==> src/rtl/dafx_axi_reg_bank.sv <==
// AXI4-Lite register bank for the DAFX audio datapath: read/write control
// registers, read-only status registers and a self-clearing command word.
// AW and W are captured in independent holding registers and committed
// together. Each commit raises a per-register write strobe for one cycle.
module dafx_axi_reg_bank #(
  parameter int AXI_ADDR_WIDTH_P = 16,
  parameter int AXI_DATA_WIDTH_P = 32,
  parameter int NR_CR_P          = 8,
  parameter int NR_SR_P          = 8,
  parameter int NR_CMD_P         = 4,
  parameter int SR_BASE_P        = 64,
  parameter int CMD_BASE_P       = 128,
  parameter logic [NR_CR_P*AXI_DATA_WIDTH_P-1:0] CR_RESET_P = '0
) (
  input  logic                                  clk,
  input  logic                                  rst_n,
  input  logic [AXI_ADDR_WIDTH_P-1:0]           awaddr,
  input  logic                                  awvalid,
  output logic                                  awready,
  input  logic [AXI_DATA_WIDTH_P-1:0]           wdata,
  input  logic [AXI_DATA_WIDTH_P/8-1:0]         wstrb,
  input  logic                                  wvalid,
  output logic                                  wready,
  output logic [1:0]                            bresp,
  output logic                                  bvalid,
  input  logic                                  bready,
  input  logic [AXI_ADDR_WIDTH_P-1:0]           araddr,
  input  logic                                  arvalid,
  output logic                                  arready,
  output logic [AXI_DATA_WIDTH_P-1:0]           rdata,
  output logic [1:0]                            rresp,
  output logic                                  rvalid,
  input  logic                                  rready,
  output logic [NR_CR_P*AXI_DATA_WIDTH_P-1:0]   cr_o,
  output logic [NR_CR_P-1:0]                    cr_wr_o,
  input  logic [NR_SR_P*AXI_DATA_WIDTH_P-1:0]   sr_i,
  output logic [NR_CMD_P-1:0]                   cmd_o
);

  localparam int DW     = AXI_DATA_WIDTH_P;
  localparam int STRB_W = DW / 8;
  localparam int OFF_W  = $clog2(STRB_W);
  localparam int IDX_W  = AXI_ADDR_WIDTH_P - OFF_W;

  localparam logic [1:0] RESP_OKAY   = 2'b00;
  localparam logic [1:0] RESP_SLVERR = 2'b10;
  localparam logic [DW-1:0] UNMAPPED_DATA = DW'(32'hBAAD_FACE);

  localparam logic [IDX_W-1:0] CR_END_IDX   = IDX_W'(NR_CR_P);
  localparam logic [IDX_W-1:0] CMD_IDX      = IDX_W'(CMD_BASE_P);

  logic                 aw_full, w_full;
  logic [IDX_W-1:0]     aw_idx_q;
  logic [DW-1:0]        w_data_q;
  logic [STRB_W-1:0]    w_strb_q;
  logic                 commit;

  logic [NR_CR_P*DW-1:0] cr_q, cr_d;
  logic [NR_CR_P-1:0]    cr_wr_q, cr_wr_d;
  logic [NR_CMD_P-1:0]   cmd_q, cmd_d;
  logic [1:0]            wr_resp_d;

  logic [IDX_W-1:0]      ar_idx;
  logic [DW-1:0]         rd_data_d;
  logic [1:0]            rd_resp_d;

  assign awready = !aw_full;
  assign wready  = !w_full;
  assign arready = !rvalid;
  // A commit may overwrite a response in the same edge that retires it.
  assign commit  = aw_full && w_full && (!bvalid || bready);
  assign ar_idx  = araddr[AXI_ADDR_WIDTH_P-1:OFF_W];

  assign cr_o    = cr_q;
  assign cr_wr_o = cr_wr_q;
  assign cmd_o   = cmd_q;

  // Address holding register: one write address waiting for its data.
  always_ff @(posedge clk or negedge rst_n) begin
    if (!rst_n) begin
      aw_full  <= 1'b0;
      aw_idx_q <= '0;
    end else if (commit) begin
      aw_full <= 1'b0;
    end else if (awvalid && awready) begin
      aw_full  <= 1'b1;
      aw_idx_q <= awaddr[AXI_ADDR_WIDTH_P-1:OFF_W];
    end
  end

  // Data holding register: one write beat waiting for its address.
  always_ff @(posedge clk or negedge rst_n) begin
    if (!rst_n) begin
      w_full   <= 1'b0;
      w_data_q <= '0;
      w_strb_q <= '0;
    end else if (commit) begin
      w_full <= 1'b0;
    end else if (wvalid && wready) begin
      w_full   <= 1'b1;
      w_data_q <= wdata;
      w_strb_q <= wstrb;
    end
  end

  // Write decode: byte-lane merge into CRs, command bits, and response code.
  always_comb begin
    cr_d      = cr_q;
    cr_wr_d   = '0;
    cmd_d     = '0;
    wr_resp_d = RESP_SLVERR;
    if (aw_idx_q < CR_END_IDX || aw_idx_q == CMD_IDX) wr_resp_d = RESP_OKAY;
    if (commit) begin
      for (int i = 0; i < NR_CR_P; i++) begin
        if (aw_idx_q == IDX_W'(i)) begin
          for (int b = 0; b < STRB_W; b++) begin
            if (w_strb_q[b]) cr_d[i*DW + b*8 +: 8] = w_data_q[b*8 +: 8];
          end
          cr_wr_d[i] = |w_strb_q;
        end
      end
      if (aw_idx_q == CMD_IDX) begin
        for (int i = 0; i < NR_CMD_P; i++) cmd_d[i] = w_data_q[i] & w_strb_q[i/8];
      end
    end
  end

  // Register state plus the one-cycle write and command pulses.
  always_ff @(posedge clk or negedge rst_n) begin
    if (!rst_n) begin
      cr_q    <= CR_RESET_P;
      cr_wr_q <= '0;
      cmd_q   <= '0;
    end else begin
      cr_q    <= cr_d;
      cr_wr_q <= cr_wr_d;
      cmd_q   <= cmd_d;
    end
  end

  // Write response channel: set on commit, held until the master takes it.
  always_ff @(posedge clk or negedge rst_n) begin
    if (!rst_n) begin
      bvalid <= 1'b0;
      bresp  <= RESP_OKAY;
    end else if (commit) begin
      bvalid <= 1'b1;
      bresp  <= wr_resp_d;
    end else if (bready) begin
      bvalid <= 1'b0;
    end
  end

  // Read decode from pre-edge register contents and live status inputs.
  always_comb begin
    rd_data_d = UNMAPPED_DATA;
    rd_resp_d = RESP_SLVERR;
    for (int i = 0; i < NR_CR_P; i++) begin
      if (ar_idx == IDX_W'(i)) begin
        rd_data_d = cr_q[i*DW +: DW];
        rd_resp_d = RESP_OKAY;
      end
    end
    for (int i = 0; i < NR_SR_P; i++) begin
      if (ar_idx == IDX_W'(SR_BASE_P + i)) begin
        rd_data_d = sr_i[i*DW +: DW];
        rd_resp_d = RESP_OKAY;
      end
    end
    if (ar_idx == CMD_IDX) begin
      rd_data_d = '0;
      rd_resp_d = RESP_OKAY;
    end
  end

  // Read data channel: single-entry, latency one, held until rready.
  always_ff @(posedge clk or negedge rst_n) begin
    if (!rst_n) begin
      rvalid <= 1'b0;
      rdata  <= '0;
      rresp  <= RESP_OKAY;
    end else if (arvalid && arready) begin
      rvalid <= 1'b1;
      rdata  <= rd_data_d;
      rresp  <= rd_resp_d;
    end else if (rready) begin
      rvalid <= 1'b0;
    end
  end

endmodule

==> config.mk <==
export PLATFORM = sky130hd
export DESIGN_NAME = dafx_axi_reg_bank
export DESIGN_NICKNAME = d
export VERILOG_FILES = /design/src/rtl/dafx_axi_reg_bank.sv
export SDC_FILE = /design/constraint.sdc
export NUM_CORES = 1
export LEC_CHECK = 0
export ABC_AREA = 1
export ABC_CLOCK_PERIOD_IN_PS = 3900
export BUFFER_PORTS_ARGS = -buffer_cell sky130_fd_sc_hd__buf_2
export CORE_AREA = 10 10 242 244
export CTS_CLUSTER_SIZE = 25
export DETAILED_ROUTE_END_ITERATION = 6
export DIE_AREA = 0 0 252 254
export PLACE_DENSITY = 0.59
export SYNTH_ARGS = -nofsm -noshare
export SYNTH_HDL_FRONTEND = slang
export SYNTH_SLANG_ARGS = --single-unit
==> constraint.sdc <==
create_clock -name clk -period 3.9 [get_ports clk]
set_input_delay 0.78 -clock clk [delete_from_list [all_inputs] [get_ports clk]]
set_output_delay 0.78 -clock clk [all_outputs]
set_load 0.02 [all_outputs]
# Word-level counts from Yosys, hierarchy flattened
# Index checks and enable logic that the tools add are counted.
[word_totals]
mem_count = 0
out_inout_bits = 309
rom_bits = 0
latchBits = 0
register_bits = 358
wordCells = 180
input_bits = 331
mem_bits_rw = 0
[classes]
mul = 0
n_addsub = 0
order_cmp = 1
shifts = 0
bitwise_logic = 5
eq_ne = 24
mux = 54
n_reduce_logical = 52
n_div = 0
[ops]
columns = ["cell", "n"]
rows = [
  ["two-way mux 32 bit", 17],
  ["== test 14 x 3 -> 1 bit (second input constant)", 8],
  ["== test 14 x 7 -> 1 bit (second input constant)", 8],
  ["AND reduction 3 bit", 32],
  ["== test 14 x 2 -> 1 bit (second input constant)", 4],
  ["two-way mux 2 bit", 18],
  ["== test 14 x 1 -> 1 bit (second input constant)", 2],
  ["== test 14 x 8 -> 1 bit (second input constant)", 2],
  ["logical NOT 14 bit", 2],
  ["two-way mux 1 bit", 16],
  ["less-than comparator 14 x 4 -> 1 bit (second input constant)", 1],
  ["two-way mux 4 bit", 2],
  ["two-way mux 8 bit", 1],
  ["nonzero test 2 bit", 4],
  ["logical AND 1 bit", 5],
  ["bitwise AND 1 bit", 4],
  ["logical NOT 1 bit", 4],
  ["AND reduction 2 bit", 2],
  ["OR reduction 4 bit", 1],
  ["logical OR 1 bit", 2],
  ["inverter 1 bit", 1],
]

# Logic depth before layout (Yosys ltp)
[depth]
word_depth = 18
ltp_mapped = 20
depth_no_buf = 19

# Worst setup path before layout
# OpenSTA, ideal clock, no wires.
[synth_timing]
path_type = "in2reg"
startpoint = "input araddr[9]"
endpoint = "register rdata[9]"
setup_ns = 0.117
path_buffers = 2
slack_ns = 1.578
required_ns = 3.783
t_arrival_ns = 2.206
cell_stages = 13
cell_sequence = "inv_1 > nand2_1 > nor2_2 > buf_4 > nand3_2 > buf_2 > o32a_1 > nand3_1 > nor2_1 > nand4_1 > nand2_1 > nand2_1 > nand2_1"
[synth_between]
elab_chain_len = 18
elab_cells_between_ends = 34
cone_classes = "16 x eq/ne; 17 x mux; 1 x reduce/logical"
[synth_lines]
columns = ["item", "line", "rtl"]
rows = [
  ["start, declared", "27", "input logic [AXI_ADDR_WIDTH_P-1:0] araddr,"],
  ["logical NOT 14 bit", "159", "if (ar_idx == IDX_W'(i)) begin"],
  ["two-way mux 32 bit (8 in series)", "159", ""],
  ["two-way mux 32 bit (8 in series)", "165", "if (ar_idx == IDX_W'(SR_BASE_P + i)) begin"],
  ["two-way mux 32 bit *", "170", "if (ar_idx == CMD_IDX) begin"],
  ["end signal, assigned", "184", "rdata <= rd_data_d;"],
  ["end, declared", "30", "output logic [AXI_DATA_WIDTH_P-1:0] rdata,"],
]
# Mark *: on every way between the ends. The rest lies on a longest branch, timed or not.
# A chain may end at the register's enable or synchronous reset.

# Worst setup path after layout
[layout_timing]
startpoint = "input araddr[13]"
endpoint = "register rdata[8]"
# Same word-level chain as after synthesis.

==> flow_metrics.env <==
export IMPL_start_util_pct=33.5
export IMPL_post_cts_buffers=0
export IMPL_gr_usage_all_layers_pct=29.3
export IMPL_drt_wl_total_mm=97.4
export IMPL_ys_top_cells_by_area="dfrtp_1 (50%), nand2_1 (15%), o21ai_0 (7.3%)"
export IMPL_clk_insertion_delay_late_ns=0.58
export IMPL_cpPeakStageDelay_ns=0.43
export IMPL_grt_pass1_wl_mm=137
export IMPL_relSlewSlack_pct=20.5
export IMPL_postSynthAreaPerCell_sq_um=7.65
export IMPL_finalMaxSlewViolations=0
export IMPL_cp_arrival_ns=3.38
export IMPL_antenna_left=0
export IMPL_regArea_sq_mm=0.00891
export IMPL_cts_repair_resized=0
export IMPL_dieArea_sq_mm=0.0640
export IMPL_die_height_um=254
export IMPL_netlist_area_sq_mm=0.0179
export IMPL_cts_sink_count=356
export IMPL_cpMaxStageDelayCell="nor2_4"
export IMPL_period_minus_slack_ns=2.91
export IMPL_powerDensity_mw_per_mm2=425
export IMPL_clock_skew_ns=0.0167
export IMPL_stdcell_count=3737
export IMPL_cts_buffers=43
export IMPL_crit_family="simple AND/OR/NAND/NOR gates"
export IMPL_dp_final_hpwl_mm=77.4
export IMPL_internal_power_mw=6.98
export IMPL_cts_root_buf="clkbuf_16"
export IMPL_cpMostUsedCell="nand2_1"
export IMPL_critPathBufInv=3
export IMPL_fin_util_pct=44.1
export IMPL_drc=0
export IMPL_avgViaCountPerCell=5.22
export IMPL_wl_per_cell_um=26.1
export IMPL_rsz0062_at_grt="no"
export IMPL_setup_tns_ns=0
export IMPL_max_freq_mhz=343
export IMPL_finalSetupViolations=0
export IMPL_area_delta_synth_final_pct=31.8
export IMPL_num_fill_cells=5644
export IMPL_tightest_slew_ns=1.18
export IMPL_ys_flop_type="dfrtp_1"
export IMPL_io_buffers=633
export IMPL_hold_buffers=0
export IMPL_synth_edf_count=0
export IMPL_critPathKind="in -> reg"
export IMPL_placedCellCount=3641
export IMPL_clock_path_buffers=3
export IMPL_synth_top_area_share_pct=49.7
export IMPL_ios=640
export IMPL_status="finished clean"
export IMPL_hold_worst_slack_ns=0.213
export IMPL_ys_warn_count=0
export IMPL_min_period_over_period_pct=74.7
export IMPL_row_count=85
export IMPL_via_count=19500
export IMPL_grt_max_degree=91
export IMPL_hold_violations=0
export IMPL_switchingPower_mw=3.07
export IMPL_path_clk_slew_ns=0.06
export IMPL_htreeDepth=2
export IMPL_reg2reg_from="aw_idx_q[9]$_DFFE_PN0P_"
export IMPL_fp_dieW_um=252
export IMPL_ys_seq_elements=356
export IMPL_nNetsFinal=3321
export IMPL_drv_cap=0
export IMPL_multi_input_area_sq_mm=0.00783
export IMPL_swShare_pct=30.5
export IMPL_gr_total_overflow=0
export IMPL_firstDrtPassIters=5
export IMPL_min_delay_path_class="in -> async"
export IMPL_gp_congestion=0.951
export IMPL_synthArstFlopShare_pct=100
export IMPL_synth_cell_types=43
export IMPL_syn_inst=2344
export IMPL_start_kind="input pin"
export IMPL_peakVddDrop_mv=0.443
export IMPL_combPwrFrac_pct=16.4
export IMPL_pwr_share_clk_pct=41.9
export IMPL_cp_required_ns=4.37
export IMPL_p_total_mw=10.0
export IMPL_crit_start="araddr[13]"
export IMPL_crit_path_max_fanout=15
export IMPL_p_seq_share_pct=41.7
export IMPL_crit_chain="buf_2, nor2_1, nand3_1, buf_4, nor2_2, nand2_2, nor2_4, inv_2, nand2_2, nand2_1, nand2_1, nand2_1, nand2_1, nand2_1, nand2_1, nand2_1"
export IMPL_final_layout_size_suffix_gt1_share_pct=28.3
export IMPL_antenna_found_initial=30
export IMPL_seq_area_frac_synth_pct=49.7
export IMPL_core_sq_mm=0.0536
export IMPL_layout_common_cells="nand2_1 (729), buf_2 (632), dfrtp_1 (356), o21ai_0 (263), nor2_1 (247)"
export IMPL_p_leak_nw=12.7
export IMPL_cp_end_kind="register"
export IMPL_grt_pass1_vias=19300
export IMPL_drt_iter0_drc=1597
export IMPL_final_common_cell="nand2_1"
export IMPL_yosysTopAreaCell="dfrtp_1"
export IMPL_cts_tree="built"
## Yosys cell counts (7+ instances only)
library cell  instances
a221oi_1             13
nand2_2               8
nand2_1             730
o21a_1               26
nand4_1              29
o21ai_0             263
o2111ai_1            11
buf_2                31
nor2_1              247
dfrtp_1             356
buf_4                 7
a21oi_1              68
nand3_1              79
inv_2                13
nor2_2               12
clkbuf_1             59
nor3_1               70
or2_2                16
mux2_2               13
inv_1               180
o22ai_1              37
nor4_1                9
## per-layer routing
| metal | wire length, um | global-route usage, % | vias to the layer above |
|---|---|---|---|
| li1 | - | - | 8974 |
| met1 | 37600 | 34.1 | 9380 |
| met2 | 46900 | 49.8 | 954 |
| met3 | 8780 | 8.37 | 206 |
| met4 | 4170 | 12.2 | 6 |
| met5 | 28 | 0 | - |
## flip-flops by register name, summed over array words and instances, names as in the netlist
register / cells
cr_o: 256
rvalid: 1
aw_full: 1
rresp: 1
rdata: 32
w_data_q: 32
w_full: 1
bvalid: 1
aw_idx_q: 14
bresp: 1
w_strb_q: 4
cr_wr_o: 8
cmd_o: 4
## final cells by class
class                      count  share of cell area (%)
sequential                   356                    37.7
inverter                     198                    3.14
tap                          696                    3.68
clock inverter                12                   0.968
timing repair buffer         704                    15.9
clock buffer                  63                    5.29
antenna                       21                   0.222
multi-input combinational   1687                    33.1
## worst paths after layout
check	to	slack, ns	depth (start not counted)
setup / recovery	rdata[8]$_DFFE_PN0P_	0.99	16
hold / removal	w_data_q[26]$_DFFE_PN0P_	0.21	1
setup reg to reg	cr_o[13]$_DFFE_PN0P_	1.36	11
hold reg to reg	rdata[24]$_DFFE_PN0P_	0.48	2
max in group asynchronous	cr_o[117]$_DFFE_PN0P_	2.64	2
min in group clk	rvalid$_DFFE_PN0P_	0.39	2
## worst register-to-register path: stages (launching register included)
cell	delay [ns]
dfrtp_1	0.37
nor2_1	0.11
nand2_1	0.09
nor3_4	0.19
nand2_1	0.10
inv_1	0.08
nand3_1	0.19
nor2_1	0.15
nand2_1	0.24
nor2_2	0.64
nand2_1	0.13
o21a_1	0.14
## logic make-up after synthesis
family          Yosys count  synth area share [%]
compound gates          446                  14.1
buf+inv                 302                  6.89
flops                   356                  49.7
mux                      13                 0.816
other cells               1                0.0209
simple gates           1226                  28.5
## power by group through the flow
stage                     Sequential (mW)  Clock, mW  Combinational [mW]
after floorplan                      4.28          0               0.810
after detailed placement             4.25          0                1.64
after global placement               4.24          0                1.61
after CTS                            4.19       4.27                1.65
after global routing                 4.22       4.43                1.82
final                                4.19       4.21                1.64
## stage by stage
stage | setup WS [ns] | cell area [sq um]
final | 0.986 | 23600
after global routing | 0.869 | 23600
after CTS | 1.04 | 23600
after detailed placement | 0.437 | 22100
after global placement | 0.479 | 22100
after floorplan | 1.58 | 17900
Note: power is estimated with default switching activity, not from simulation.
